[src/rtl/i2c_slave_rx.sv]
// I2C slave: 7-bit addressed, two-byte write into rx_data and two-byte read from tx_word.
// Optional bus-stall timeout is enabled with `define I2C_SLAVE_TIMEOUT_EN.
module i2c_slave_rx (
  input  logic        clk,
  input  logic        rst,
  input  logic        sclk,
  input  logic        sda,
  output logic        sda_oe,
  input  logic [6:0]  i_adress,
  input  logic [15:0] tx_word,
  output logic [15:0] rx_data,
  output logic        rx_valid,
  output logic        rd_done,
  output logic        nack_seen,
  output logic        busy
);
  typedef enum logic [2:0] {
    IDLE, ADDR, ACK_ADDR, WR_BYTE, ACK_WR, RD_BYTE, RD_MACK, IGNORE
  } state_t;

  state_t      state, state_next;
  logic        scl_m, scl_s, scl_d, sda_m, sda_s, sda_d;
  logic        scl_rise, scl_fall, start_det, stop_det, timeout, addr_match;
  logic [3:0]  bit_cnt, bit_cnt_next;
  logic [1:0]  byte_idx, byte_idx_next;
  logic [7:0]  shreg, shreg_next;
  logic [15:0] hold, hold_next, tx_sh, tx_sh_next, rx_data_next;
  logic        rw, rw_next, sda_oe_next, busy_next;
  logic        rx_valid_next, rd_done_next, nack_seen_next;

  // Two-flop synchronizers plus one history flop for edge detection.
  // NOTE: sequential state always uses non-blocking assignments so every flop samples pre-edge values.
  always_ff @(posedge clk) begin
    if (rst) begin
      {scl_m, scl_s, scl_d} <= 3'b111;
      {sda_m, sda_s, sda_d} <= 3'b111;
    end else begin
      {scl_m, scl_s, scl_d} <= {sclk, scl_m, scl_s};
      {sda_m, sda_s, sda_d} <= {sda, sda_m, sda_s};
    end
  end

  // START/STOP only need sclk high now, so a START can coincide with a sclk rise and win.
  assign scl_rise   = scl_s & ~scl_d;
  assign scl_fall   = ~scl_s & scl_d;
  assign start_det  = scl_s & sda_d & ~sda_s;
  assign stop_det   = scl_s & ~sda_d & sda_s;
  assign addr_match = (shreg[7:1] == i_adress);

`ifdef I2C_SLAVE_TIMEOUT_EN
  logic [15:0] to_cnt;
  always_ff @(posedge clk) begin
    if (rst || state == IDLE || scl_rise || scl_fall) to_cnt <= '0;
    else if (to_cnt != 16'hFFFF)                      to_cnt <= to_cnt + 16'd1;
  end
  assign timeout = (to_cnt == 16'hFFFF);
`else
  assign timeout = 1'b0;
`endif

  always_ff @(posedge clk) begin
    if (rst) begin
      state     <= IDLE;
      bit_cnt   <= '0;
      byte_idx  <= '0;
      shreg     <= '0;
      hold      <= '0;
      tx_sh     <= '0;
      rw        <= 1'b0;
      rx_data   <= '0;
      sda_oe    <= 1'b0;
      busy      <= 1'b0;
      rx_valid  <= 1'b0;
      rd_done   <= 1'b0;
      nack_seen <= 1'b0;
    end else begin
      state     <= state_next;
      bit_cnt   <= bit_cnt_next;
      byte_idx  <= byte_idx_next;
      shreg     <= shreg_next;
      hold      <= hold_next;
      tx_sh     <= tx_sh_next;
      rw        <= rw_next;
      rx_data   <= rx_data_next;
      sda_oe    <= sda_oe_next;
      busy      <= busy_next;
      rx_valid  <= rx_valid_next;
      rd_done   <= rd_done_next;
      nack_seen <= nack_seen_next;
    end
  end

  always_comb begin
    state_next = state;
    if (timeout || stop_det) state_next = IDLE;
    else if (start_det)      state_next = ADDR;
    else begin
      case (state)
        ADDR:     if (scl_fall && bit_cnt == 4'd8) state_next = addr_match ? ACK_ADDR : IGNORE;
        ACK_ADDR: if (scl_fall) state_next = rw ? RD_BYTE : WR_BYTE;
        WR_BYTE:  if (scl_fall && bit_cnt == 4'd8) state_next = (byte_idx == 2'd2) ? IGNORE : ACK_WR;
        ACK_WR:   if (scl_fall) state_next = WR_BYTE;
        RD_BYTE:  if (scl_fall && bit_cnt == 4'd8) state_next = RD_MACK;
        RD_MACK: begin
          if (scl_rise && (sda_s || byte_idx == 2'd1)) state_next = IGNORE;
          else if (scl_fall && bit_cnt == 4'd9)       state_next = RD_BYTE;
        end
        default: state_next = state;
      endcase
    end
  end

  // NOTE: every signal assigned here gets a default first, so no latches are inferred.
  always_comb begin
    bit_cnt_next   = bit_cnt;
    byte_idx_next  = byte_idx;
    shreg_next     = shreg;
    hold_next      = hold;
    tx_sh_next     = tx_sh;
    rw_next        = rw;
    rx_data_next   = rx_data;
    sda_oe_next    = sda_oe;
    busy_next      = busy;
    rx_valid_next  = 1'b0;
    rd_done_next   = 1'b0;
    nack_seen_next = 1'b0;
    if (timeout || stop_det) begin
      sda_oe_next   = 1'b0;
      busy_next     = 1'b0;
      bit_cnt_next  = '0;
      byte_idx_next = '0;
    end else if (start_det) begin
      sda_oe_next   = 1'b0;
      bit_cnt_next  = '0;
      byte_idx_next = '0;
    end else begin
      if (scl_rise && state inside {ADDR, WR_BYTE, RD_BYTE, RD_MACK}) begin
        bit_cnt_next = bit_cnt + 4'd1;
        shreg_next   = {shreg[6:0], sda_s};
      end
      case (state)
        ADDR: if (scl_fall && bit_cnt == 4'd8) begin
          bit_cnt_next = '0;
          if (addr_match) begin
            sda_oe_next = 1'b1;
            busy_next   = 1'b1;
            rw_next     = shreg[0];
          end
        end
        ACK_ADDR: if (scl_fall) begin
          bit_cnt_next  = '0;
          byte_idx_next = '0;
          if (rw) begin
            tx_sh_next  = {tx_word[14:0], 1'b0};
            sda_oe_next = ~tx_word[15];
          end else begin
            sda_oe_next = 1'b0;
          end
        end
        WR_BYTE: if (scl_fall && bit_cnt == 4'd8) begin
          bit_cnt_next = '0;
          if (byte_idx == 2'd0)      begin hold_next[15:8] = shreg; sda_oe_next = 1'b1; end
          else if (byte_idx == 2'd1) begin hold_next[7:0]  = shreg; sda_oe_next = 1'b1; end
        end
        ACK_WR: if (scl_fall) begin
          sda_oe_next   = 1'b0;
          byte_idx_next = byte_idx + 2'd1;
          if (byte_idx == 2'd1) begin
            rx_data_next  = hold;
            rx_valid_next = 1'b1;
          end
        end
        RD_BYTE: if (scl_fall) begin
          if (bit_cnt == 4'd8) sda_oe_next = 1'b0;
          else begin
            sda_oe_next = ~tx_sh[15];
            tx_sh_next  = {tx_sh[14:0], 1'b0};
          end
        end
        RD_MACK: begin
          if (scl_rise) begin
            rd_done_next   = (byte_idx == 2'd1);
            nack_seen_next = sda_s;
          end else if (scl_fall && bit_cnt == 4'd9) begin
            bit_cnt_next  = '0;
            byte_idx_next = 2'd1;
            sda_oe_next   = ~tx_sh[15];
            tx_sh_next    = {tx_sh[14:0], 1'b0};
          end
        end
        default: ;
      endcase
    end
  end
endmodule

[config.mk]
export PLATFORM = sky130hd
export DESIGN_NAME = i2c_slave_rx
export DESIGN_NICKNAME = d
export VERILOG_FILES = /design/src/rtl/i2c_slave_rx.sv
export SDC_FILE = /design/constraint.sdc
export NUM_CORES = 1
export LEC_CHECK = 0
export ABC_AREA = 1
export BUFFER_PORTS_ARGS = -buffer_cell sky130_fd_sc_hd__buf_2
export CAP_MARGIN = 25
export CELL_PAD_IN_SITES_DETAIL_PLACEMENT = 0
export CELL_PAD_IN_SITES_GLOBAL_PLACEMENT = 1
export CORE_ASPECT_RATIO = 0.8
export CORE_MARGIN = 2
export CORE_UTILIZATION = 37
export DETAILED_ROUTE_END_ITERATION = 16
export HOLD_SLACK_MARGIN = 0.06
export PLACE_DENSITY = 0.73
export SETUP_SLACK_MARGIN = 0.5
export SYNTH_ARGS = -nofsm -noshare
export SYNTH_HDL_FRONTEND = slang
export SYNTH_SLANG_ARGS = --single-unit
[constraint.sdc]
create_clock -name clk -period 1.5 [get_ports clk]
set_clock_uncertainty 0.05 [all_clocks]
set_input_delay 0.3 -clock clk [delete_from_list [all_inputs] [get_ports clk]]
set_output_delay 0.3 -clock clk [all_outputs]
set_load 0.05 [all_outputs]
==> results_dict.tcl <==
set metrics [dict create \
    outcome "finished, violations left" \
    violations "DRC, setup timing" \
    cp.depth 9 \
    syn_area_um2 3530 \
    final_cell_mix "nand2_1, buf_4, nor2_1, dfxtp_1, inv_1" \
    diodes 0 \
    crit_family "buffers and inverters" \
    min_path_type "in2reg" \
    critPathMaxStageDelay_ns 0.36 \
    maxCapViolCount 0 \
    rsz0062_at_grt "true" \
    htree_levels 3 \
    syn_avg_cell_area_um2 7.09 \
    power_density_nw_per_um2 1410 \
    clkLatencyLatePin_ns 0.33 \
    p_int_mw 4.99 \
    drcViolationCount 1 \
    fin_util_pct 63.0 \
    reg2reg_depth 9 \
    initial_core_util_pct 38.6 \
    period_needed_ns 1.63 \
    ys_seq_area_share_pct 43.1 \
    path_class "reg2reg" \
    rows 31 \
    hold_path_depth 2 \
    cts-root-buf "clkbuf_16" \
    cts.clk_slew.worst_paths_ns 0.06 \
    setup_slack_ns -0.127 \
    fill_cells 771 \
    synth_cell_types 34 \
    cp_cell_sequence "inv_2, nand2_4, buf_4, nor3_4, buf_6, buf_8, clkinv_8, nor2_2, nor2_1" \
    ys_warn_count 0 \
    ant_nets 0 \
    die_y_um 91.4 \
    placed_cell_area_um2 4480 \
    globalplace.congestion 0.946 \
    critical_path_required_ns 1.68 \
    grtUsageTotal_pct 20.8 \
    synthCells 498 \
    cts_tree "yes" \
    p_leak_nw 2.47 \
    dpl.hpwl_um 6800 \
    drv_slew 0 \
    tns_ns -3.77 \
    antenna_found_initial 0 \
    crit_buf_inv 5 \
    power_frac_comb_pct 44.2 \
    dieWidth_um 113 \
    layout.nets 660 \
    cts.sinks 76 \
    hold_viol 0 \
    drt_iter0_drc 202 \
    layout_commonest_cell "nand2_1" \
    maxSlewHeadroom_pct 81.2 \
    areaGrowthSynthToFinish_pct 63.3 \
    cts_max_path_buffers 2 \
    clock.fmax_ghz 0.615 \
    critical-path-slowest-cell "dfxtp_4" \
    dr.pass1.iters 11 \
    pwr-share-clk_pct 25.6 \
    core_um2 9150 \
    grt_pass1_vias 3395 \
    p_sw_mw 3.15 \
    vdd_ir_drop_max_uv 697 \
    port_buffers 47 \
    cp.arrival_ns 1.80 \
    vias 3681 \
    endpoint_kind "register" \
    start_kind "register" \
    final-setup-viol-count 58 \
    vias_per_cell 4.93 \
    seqPwrFrac_pct 30.2 \
    grt_pass1_wl_um 17100 \
    cts-buffers-inserted 9 \
    switching_share_pct 38.7 \
    routedWlPerCell_um 14.8 \
    io_pins 48 \
    fin_crit_sh_pct 108 \
    grt_max_degree 58 \
    dieArea_um2 10300 \
    total_power_mw 8.14 \
    postLayoutCellArea_um2 5770 \
    synth_seq_cells 76 \
    drive_gt1_share_pct 46.8 \
    synth_nets 531 \
    cp_max_fo 7 \
    tightest_slew_ns 0.279 \
    drt_wl_total_um 11100 \
    grt_overflow 0 \
]
metrics by stage:
stage,std cells,worst slack [ns],hold WS [ns]
global route,747,-0.249,0.0858
CTS,735,-0.108,0.0842
global placement,703,-0.194,0.341
floorplan,498,-0.00516,0.319
detailed placement,703,-0.213,0.343
finish,747,-0.127,0.0933
cells in the mapped netlist:
cell type    n  area share, %
buf_6        2           0.64
nor2_2       6            1.1
nand3b_1     1           0.21
dfxtp_1     76             43
nand4_1     15            2.7
nand2_2      6            1.1
o21ai_0     48            6.8
buf_4        5            1.1
a21boi_0     1           0.21
inv_2        5           0.53
xnor2_1      1           0.25
nor2_1      78            8.3
buf_2        4           0.57
nor3b_1      2           0.43
or2_2        5           0.89
a31oi_1      1           0.18
buf_1        1           0.11
o21ai_1      1           0.14
a21oi_1     39            5.5
o21ai_2      1           0.25
nand2_4      1           0.32
clkbuf_1     7           0.74
nand3_2      2           0.57
nor2_4       1           0.32
nor3_1       2           0.28
inv_1       49            5.2
nand3_1     16            2.3
clkinv_1     1           0.11
a211oi_1     2           0.43
nand4_4      1           0.60
nand2_1    107             11
xor2_1       3           0.74
ha_1         6            2.1
nor3_4       2           0.92
final cells by class:
type	instances	area [um^2]	area share (%)
Sequential cell	76	1570	27.2
Timing Repair inverter	2	18.8	0.326
Timing Repair Buffer	133	1280	22.2
Clock buffer	12	256	4.45
Multi-Input combinational cell	350	2210	38.4
Clock inverter	4	32.5	0.564
Inverter	55	254	4.41
Tap cell	115	144	2.50
routing by layer:
layer  vias to the layer above  GRT usage, %  routed length, um
met4                         0          4.78                106
met1                      1702          31.1               5430
li1                       1859             -                  -
met2                       107          30.0               4910
met3                        13          4.87                624
met5                         -             0                  0
power by group through the flow:
stage          combinational (mW)  sequential [mW]  clock (mW)
2_1_floorplan                1.88             2.45           0
3_3_place_gp                 2.78             2.46           0
3_5_place_dp                 2.79             2.47           0
4_1_cts                      3.28             2.46        2.13
5_1_grt                      3.92             2.49        2.23
6_report                     3.60             2.46        2.08
flip-flops by register name, summed over array words and instances, names as in the netlist:
name / cells
rx_valid: 1
state: 3
rd_done: 1
scl_m: 1
hold: 16
nack_seen: 1
rw: 1
bit_cnt: 4
shreg: 8
sda_s: 1
scl_s: 1
sda_m: 1
sda_d: 1
byte_idx: 2
sda_oe: 1
scl_d: 1
rx_data: 16
busy: 1
tx_sh: 15
worst paths after layout:
kind                            start          to  slack, ns
worst min-delay path              sda       sda_m       0.09
worst min register to register  scl_m       scl_s       0.36
worst max-delay path            scl_s  rx_data[4]      -0.13
worst max register to register  scl_s  rx_data[4]      -0.13
cells by family (layout without fill, tap and decap cells):
group,after synthesis,in the layout,synth area share [%]
adder cells (fa/ha/maj),6,6,2.13
AO/OA/AOI/OAI,93,93,13.5
flip-flops,76,76,43.1
XOR/XNOR,4,4,0.993
AND/OR/NAND/NOR,245,247,31.3
buffers and inverters,74,206,8.97
timing repair:
| item | CTS | global route |
|---|---|---|
| gates cloned | 5 | 2 |
| gates resized for setup | 139 | 69 |
| pin swaps | 20 | 17 |
| setup endpoints to repair | 91 | 91 |
| hold buffers | 0 | 0 |
| setup buffers | 11 | 10 |
No activity file was read; power rests on OpenSTA's default activity.
